File: src/rtl/mux_pkg.sv
// Shared types and helpers for the N:1 pipelined multiplexer.
// Holds size limits, the channel tag type and the rotate-priority search.
package mux_pkg;

    localparam int MUX_N_MAX  = 16;
    localparam int MUX_W_MAX  = 64;
    localparam int MUX_SW_MAX = $clog2(MUX_N_MAX);

    typedef logic [MUX_SW_MAX-1:0] chan_t;

    // First valid channel after ptr, wrapping at n; returns {found, idx}.
    function automatic logic [MUX_SW_MAX:0] rr_next(
        input logic [MUX_N_MAX-1:0] valid,
        input chan_t                ptr,
        input int                   n
    );
        logic [MUX_SW_MAX:0] r;
        chan_t               j;
        r = '0;
        // Walk from the farthest candidate down so the nearest one wins.
        for (int k = MUX_N_MAX; k >= 1; k--) begin
            j = chan_t'((int'(ptr) + k) % n);
            if (k <= n && valid[j]) begin
                r = {1'b1, j};
            end
        end
        return r;
    endfunction

endpackage

File: src/rtl/mux_rr_pick.sv
// Combinational rotate-priority picker for round-robin selection.
// Used only when MUX_RR_EN is defined; the pointer register lives in the top.
module mux_rr_pick
    import mux_pkg::*;
#(
    parameter int N  = 4,
    parameter int SW = $clog2(N)
) (
    input  logic [N-1:0]  valid,
    input  logic [SW-1:0] ptr,
    output logic          found,
    output logic [SW-1:0] idx
);

    logic [MUX_N_MAX-1:0] v_ext;
    logic [MUX_SW_MAX:0]  r;

    // Search upward from ptr+1 for the next requesting channel.
    always_comb begin
        v_ext        = '0;
        v_ext[N-1:0] = valid;
        r            = rr_next(v_ext, chan_t'(ptr), N);
        found        = r[MUX_SW_MAX];
        idx          = SW'(r[MUX_SW_MAX-1:0]);
    end

endmodule

File: src/rtl/mux_nx1_pipe.sv
// N:1 data mux with a single registered output slot and valid/ready handshakes.
// Optional round-robin selection is built when the MUX_RR_EN macro is defined.
module mux_nx1_pipe
    import mux_pkg::*;
#(
    parameter int N  = 4,
    parameter int W  = 8,
    parameter int SW = $clog2(N)
) (
    input  logic          clk,
    input  logic          rst_n,
    input  logic [N*W-1:0] in_data,
    input  logic [N-1:0]  in_valid,
    output logic [N-1:0]  in_ready,
    input  logic [SW-1:0] sel,
    input  logic          rr_mode,
    output logic [W-1:0]  out_data,
    output logic [SW-1:0] out_chan,
    output logic          out_valid,
    input  logic          out_ready,
    output logic          sel_err
);

    logic          can_load;
    logic          c_ok;
    logic          xfer_in;
    logic          err_d;
    logic [SW-1:0] c;
    logic [W-1:0]  c_data;

`ifdef MUX_RR_EN
    logic [SW-1:0] ptr;
    logic [SW-1:0] rr_idx;
    logic          rr_found;

    mux_rr_pick #(
        .N  (N),
        .SW (SW)
    ) u_pick (
        .valid (in_valid),
        .ptr   (ptr),
        .found (rr_found),
        .idx   (rr_idx)
    );
`else
    logic unused_rr;
    assign unused_rr = rr_mode;
`endif

    // Effective channel: explicit sel, or the round-robin pick.
    always_comb begin
        c     = sel;
        c_ok  = ({1'b0, sel} < (SW+1)'(N));
        err_d = !c_ok && |in_valid;
`ifdef MUX_RR_EN
        if (rr_mode) begin
            c     = rr_idx;
            c_ok  = rr_found;
            err_d = 1'b0;
        end
`endif
    end

    assign can_load = !out_valid || out_ready;

    // Grant decode and data steering for the chosen channel.
    always_comb begin
        in_ready = '0;
        c_data   = '0;
        for (int i = 0; i < N; i++) begin
            if (SW'(i) == c) begin
                c_data = in_data[i*W +: W];
            end
            if (rst_n && can_load && c_ok) begin
                in_ready[i] = (SW'(i) == c);
            end
        end
    end

    assign xfer_in = |(in_ready & in_valid);

    // Output slot: a new word replaces the departing one on the same edge.
    always_ff @(posedge clk or negedge rst_n) begin
        if (!rst_n) begin
            out_valid <= 1'b0;
            out_data  <= '0;
            out_chan  <= '0;
            sel_err   <= 1'b0;
        end else begin
            sel_err <= err_d;
            if (xfer_in) begin
                out_valid <= 1'b1;
                out_data  <= c_data;
                out_chan  <= c;
            end else if (out_ready) begin
                out_valid <= 1'b0;
            end
        end
    end

`ifdef MUX_RR_EN
    // Round-robin pointer follows the most recently granted channel.
    always_ff @(posedge clk or negedge rst_n) begin
        if (!rst_n) begin
            ptr <= SW'(N-1);
        end else if (xfer_in) begin
            ptr <= c;
        end
    end
`endif

endmodule

File: config.mk
export PLATFORM = sky130hd
export DESIGN_NAME = mux_nx1_pipe
export DESIGN_NICKNAME = d
export VERILOG_FILES = /design/src/rtl/mux_pkg.sv /design/src/rtl/mux_rr_pick.sv /design/src/rtl/mux_nx1_pipe.sv
export SDC_FILE = /design/constraint.sdc
export NUM_CORES = 1
export LEC_CHECK = 0
export CELL_PAD_IN_SITES_DETAIL_PLACEMENT = 0
export CELL_PAD_IN_SITES_GLOBAL_PLACEMENT = 1
export CORE_MARGIN = 2
export CORE_UTILIZATION = 26
export CTS_CLUSTER_DIAMETER = 200
export DETAILED_ROUTE_END_ITERATION = 16
export PLACE_DENSITY_LB_ADDON = 0.12
export RECOVER_POWER = 25
export SLEW_MARGIN = 25
export SYNTH_ARGS = -nofsm -noshare
export SYNTH_HDL_FRONTEND = slang
export SYNTH_SLANG_ARGS = --single-unit
File: constraint.sdc
create_clock -name clk -period 1.79 [get_ports clk]
set_input_delay 0.358 -clock clk [delete_from_list [all_inputs] [get_ports clk]]
set_output_delay 0.358 -clock clk [all_outputs]
set_load 0.05 [all_outputs]
==> flow_metrics.py, run 1 <==
metrics = {
    "synthesis": {
        "postSynthAreaPerCell_um2": 15.1,
        "synth.net_count": 91,
        "netlist-cell-type-count": 18,
        "yosysTopAreaCell": "dfrtp_1",
        "ys_seq_area_share_pct": 37.3,
        "yosysWarnings": 0,
        "async_flop_share_pct": 100,
        "ys.flop_type": "dfrtp_1",
        "synthCells": 49,
        "yosys.area.top_type_share_pct": 37.3,
        "netlist_top_cells_count": "dfrtp_1, mux2_2, mux4_2, mux4_1",
        "synthTopCellsByArea": "dfrtp_1, mux2_2, mux4_2",
        "synth.cell_area_um2": 738,
        "synth-seq-cells": 11,
        "synth-edff-count": 0,
    },
    "run_status": {
        "status": "finished, final reports clean",
    },
    "floorplan": {
        "start_util_pct": 27.0,
        "io_pins": 58,
        "fp.dieH_um": 57.3,
        "core_area_mm2": 0.00273,
        "num_rows": 19,
        "dieArea_mm2": 0.00328,
        "die_x_um": 57.3,
    },
    "power_and_ir_drop": {
        "power_mw": 1.16,
        "p_leak_nw": 0.616,
        "seq_power_share_pct": 30.0,
        "p_int_mw": 0.679,
        "combPwrFrac_pct": 55.1,
        "switchingPower_mw": 0.483,
        "swShare_pct": 41.6,
        "peakVddDrop_v": 0.000522,
        "p_per_area_mw_per_mm2": 802,
        "pwr-share-clk_pct": 14.9,
    },
    "clock_tree": {
        "insertion_delay_ps": 270,
        "numClockSinks": 11,
        "hold_buffers": 0,
        "htreeDepth": 1,
        "root_buffer": "clkbuf_4",
        "clkSlewWorstSetupHoldPaths_ps": 80,
        "cts-buffers-inserted": 3,
        "clk_path_buf_depth": 2,
        "cts_tree": "yes",
    },
    "route": {
        "routedWlPerCell_um": 14.0,
        "vias": 701,
        "drt-vias-per-instance": 4.83,
        "antenna_left": 0,
        "drt_drc_violations_left": 0,
        "dr.pass1.iters": 2,
        "dr.first_iter.drc_count": 5,
        "wl_mm": 2.03,
    },
    "global_routing": {
        "grt_overflow_total": 0,
        "grt_usage_pct": 13.5,
        "grt_pass1_vias": 788,
        "grt_max_degree": 16,
        "antenna_found_initial": 0,
        "grt_pass1_wl_mm": 3.39,
    },
    "cells_and_area": {
        "final_nets": 157,
        "num_antenna_cells": 0,
        "syn2layout_area_growth_pct": 96.3,
        "fillerInstances": 257,
        "drive_above_1_share_pct": 46.5,
    },
    "place": {
        "place.gp.congestion": 0.684,
        "pre_cts_slack_ps": -311,
        "portBuffers": 55,
        "dp_hpwl_mm": 1.63,
    },
    "timing": {
        "final-setup-viol-count": 0,
        "max_freq_mhz": 605,
        "finalHoldViolCount": 0,
        "rsz0062_at_grt": "no",
        "slew_viol_final": 0,
        "fin_worst_skew_ps": 10.0,
        "setup_slack_ps": 137,
        "fin_crit_sh_pct": 92.3,
        "timing.hold.ws_ps": 207,
        "period_minus_slack_ps": 1650,
    },
    "setup_path": {
        "cp_num_buf_inv": 1,
        "endpoint_kind": "flop",
        "slowest_stage": "mux4_2",
        "cp_data_required_time_ps": 1940,
        "cp_top_family": "multiplexers",
        "max_stage_delay_ps": 520,
        "path_cells": "clkdlybuf4s50_1 -> mux4_2 -> nand3_2 -> mux2_2",
        "cp-start-kind": "input pin",
        "critPathArrivalTime_ps": 1800,
        "critPathMaxFanout": 5,
        "path_class": "in -> reg",
    },
    "worst_hold_path": {
        "hp-class": "in -> async",
    },
    "run": {
        "drv_cap": 0,
    },
}
==> sequential cells by signal, indices dropped and copies added (netlist names) <==
register,cells
out_data,8
out_chan,2
out_valid,1
==> repair_timing <==
item,4_1_cts,5_1_grt
pin swaps,3,2
setup buffers,2,1
endpoints found under the setup margin,13,4
gates cloned,1,0
gates resized for setup,8,5
==> power by group through the flow <==
stage / registers, mW / clock network, mW / logic (mW)
2_1_floorplan: 0.578 / 0 / 0.154
3_3_place_gp: 0.352 / 0 / 0.622
3_5_place_dp: 0.353 / 0 / 0.630
4_1_cts: 0.348 / 0.182 / 0.643
5_1_grt: 0.358 / 0.193 / 0.673
6_report: 0.349 / 0.173 / 0.640
==> metal layers <==
metal | up-vias | track usage, % | share of wire [%]
met5 | - | 0 | 0
met4 | 0 | 2.99 | 0.64
met3 | 2 | 5.67 | 9.4
met2 | 36 | 23.6 | 49
met1 | 339 | 15.3 | 41
li1 | 324 | - | -
==> cell type report <==
type	instances	area, µm²	share of cell area, %
flip-flops and latches	11	275	19.0
clock buffers	4	26.3	1.81
multi-input cells	34	473	32.6
repair buffers	64	632	43.6
inverters	1	3.75	0.259
well taps	31	38.8	2.68
==> through the flow <==
stage          instance area, µm²  instances  utilization [%]  TNS, ps
6_report                     1450        145             53.0        0
5_1_grt                      1450        145             53.0        0
4_1_cts                      1430        144             52.2        0
3_5_place_dp                 1360        137             49.7    -3310
3_3_place_gp                 1360        137             49.7    -3210
2_1_floorplan                 748         49                -     -648
==> cells in the final DEF, fill, tap and decap left out, types with 2 or more instances in the layout <==
cell type        instances
buf_12                   4
buf_4                   18
buf_6                    2
clkbuf_1                 2
clkbuf_4                 3
clkdlybuf4s50_1         36
dfrtp_1                 11
dlygate4sd2_1            2
mux2_2                  11
mux4_1                   4
mux4_2                   5
nand3_2                  2
nor2_2                   2
==> worst paths after layout <==
path,slack (ps),end,depth (start not counted),start
worst min-delay path,210,out_valid,2,rst_n
min in group clk,510,out_data[4],1,out_data[4]
worst max-delay path,140,out_data[5],4,in_valid[0]
max in group asynchronous,1390,out_data[4],2,rst_n
worst max register to register,430,out_data[5],5,out_valid
worst min register to register,510,out_data[4],1,out_data[4]
==> cell families after synthesis <==
| logic type | after synthesis | synth area share, % |
|---|---|---|
| AO/OA/AOI/OAI | 2 | 2.37 |
| multiplexers | 20 | 46.3 |
| other | 1 | 0.508 |
| flip-flops | 11 | 37.3 |
| buffers and inverters | 5 | 5.59 |
| AND/OR/NAND/NOR | 10 | 7.97 |
==> worst register-to-register path, stage by stage (launching register included) <==
cell and delay [ps]:
dfrtp_1 400, nand2b_4 90, buf_4 130, buf_4 150
nand3_2 130, mux2_2 340
Note: power is estimated with default switching activity, not from simulation.
==> run 2: changes to the inputs <==
ABC_CLOCK_PERIOD_IN_PS = 1790   (was unset)
CORE_ASPECT_RATIO = 1.75   (was unset)
==> flow_metrics.py, run 2 (synthesis gave the netlist of run 1 again) <==
metrics = {
    "route": {
        "wl_mm": 2.17,
        "dr.first_iter.drc_count": 8,
        "vias": 704,
        "drt_drc_violations_left": 0,
        "antenna_left": 0,
        "drt-vias-per-instance": 5.03,
        "routedWlPerCell_um": 15.5,
        "dr.pass1.iters": 2,
    },
    "global_routing": {
        "grt_max_degree": 16,
        "antenna_found_initial": 0,
        "grt_pass1_wl_mm": 3.39,
        "grt_pass1_vias": 770,
        "grt_overflow_total": 0,
        "grt_usage_pct": 14.1,
    },
    "cells_and_area": {
        "final_nets": 156,
        "syn2layout_area_growth_pct": 102,
        "largest_register_ffs": 8,
        "largest_registers": "out_data: 8 flops, out_chan: 2 flops, out_valid: 1 flops",
        "mostFrequentLayoutCells": "clkdlybuf4s50_1, buf_4, mux2_2, dfrtp_1, mux4_2",
        "fin_area_mm2": 0.00149,
        "largest_register": "out_data",
        "num_antenna_cells": 0,
        "drive_above_1_share_pct": 46.0,
        "final_common_cell": "clkdlybuf4s50_1",
    },
    "floorplan": {
        "fp.dieH_um": 74.5,
        "die_x_um": 44.3,
        "io_pins": 58,
        "core_area_mm2": 0.00269,
        "start_util_pct": 27.4,
        "num_rows": 25,
        "dieArea_mm2": 0.00330,
    },
    "timing": {
        "final-setup-viol-count": 0,
        "max_freq_mhz": 578,
        "rsz0062_at_grt": "no",
        "fin_worst_skew_ps": 2.01,
        "finalHoldViolCount": 0,
        "period_minus_slack_ps": 1730,
        "slew_viol_final": 0,
        "fin_crit_sh_pct": 96.6,
    },
    "power_and_ir_drop": {
        "p_leak_nw": 0.623,
        "p_per_area_mw_per_mm2": 838,
        "peakVddDrop_v": 0.000416,
        "power_mw": 1.25,
    },
    "setup_path": {
        "critPathMaxFanout": 3,
        "critPathArrivalTime_ps": 1370,
        "max_stage_delay_ps": 450,
        "cp_data_required_time_ps": 1430,
        "r2r_slack_ps": 430,
        "slowest_stage": "clkdlybuf4s50_1",
        "path_class": "in -> out",
        "reg2reg_depth": 5,
        "cp-start-kind": "input pin",
        "path_cells": "clkdlybuf4s50_1 -> nand2b_4 -> nand2_4 -> nor3_4 -> clkbuf_16",
        "endpoint_kind": "output port",
    },
    "place": {
        "place.gp.congestion": 0.690,
        "place_area_mm2": 0.00136,
        "portBuffers": 55,
        "dp_hpwl_mm": 1.70,
    },
    "clock_tree": {
        "root_buffer": "clkbuf_8",
        "clk_path_buf_depth": 2,
        "numClockSinks": 11,
        "cts-buffers-inserted": 3,
        "clkSlewWorstSetupHoldPaths_ps": 50,
        "cts_tree": "yes",
        "insertion_delay_ps": 230,
        "htreeDepth": 1,
    },
    "worst_hold_path": {
        "hp-class": "in -> async",
    },
    "run": {
        "drv_cap": 0,
    },
    "run_status": {
        "status": "finished, final reports clean",
    },
}
-- run 2: path summary, 6_finish.rpt --
check                             from     endpoint
max                          out_ready  in_ready[1]
min                              rst_n  out_chan[1]
max reg2reg                  out_valid  out_data[5]
min reg2reg                out_data[3]  out_data[3]
max in group asynchronous        rst_n  out_data[3]
min in group clk           out_data[3]  out_data[3]
-- run 2: per-stage QoR --
stage	hold WS (ps)	setup TNS [ps]	utilization (%)	setup slack, ps	cells
3_5_place_dp	496	-3590	50.6	-356	134
2_1_floorplan	62.4	-648	-	-187	49
5_1_grt	323	0	55.3	0.133	140
3_3_place_gp	492	-3270	50.6	-322	134
6_report	294	0	55.3	61.1	140
4_1_cts	507	-110	53.1	-40.1	139
-- run 2: power breakdown --
part | internal (mW) | switching [mW]
Clock | 0.156 | 0.0898
Sequential | 0.314 | 0.0348
Combinational | 0.283 | 0.370
Total | 0.753 | 0.494
-- run 2: layer usage --
layer  vias to the layer above  GRT usage (%)  wire length [µm]
li1                        322              -                 -
met1                       339           14.2               706
met2                        41           27.5              1260
met3                         2           2.67               183
met4                         0           5.05                19
met5                         -              0                 0
-- run 2: final cells by class --
type | instances | area, µm²
Fill cell | 237 | 1200
Sequential cell | 11 | 275
Timing Repair Buffer | 63 | 627
Clock buffer | 4 | 45.0
Tap cell | 27 | 33.8
Multi-Input combinational cell | 34 | 504
Inverter | 1 | 3.75
-- run 2: worst max-delay path: cells and delay by family --
kind / cells / cell delay, ps
buffers and inverters: 2 / 640
and+or+nand+nor: 3 / 370
-- run 2: what timing repair did --
action / CTS / global route
pin swaps: 2 / 2
buffers inserted: 0 / 1
hold buffers: 0 / 0
setup endpoints to repair: 13 / 4
cloned: 1 / 0
resized for setup: 3 / 14
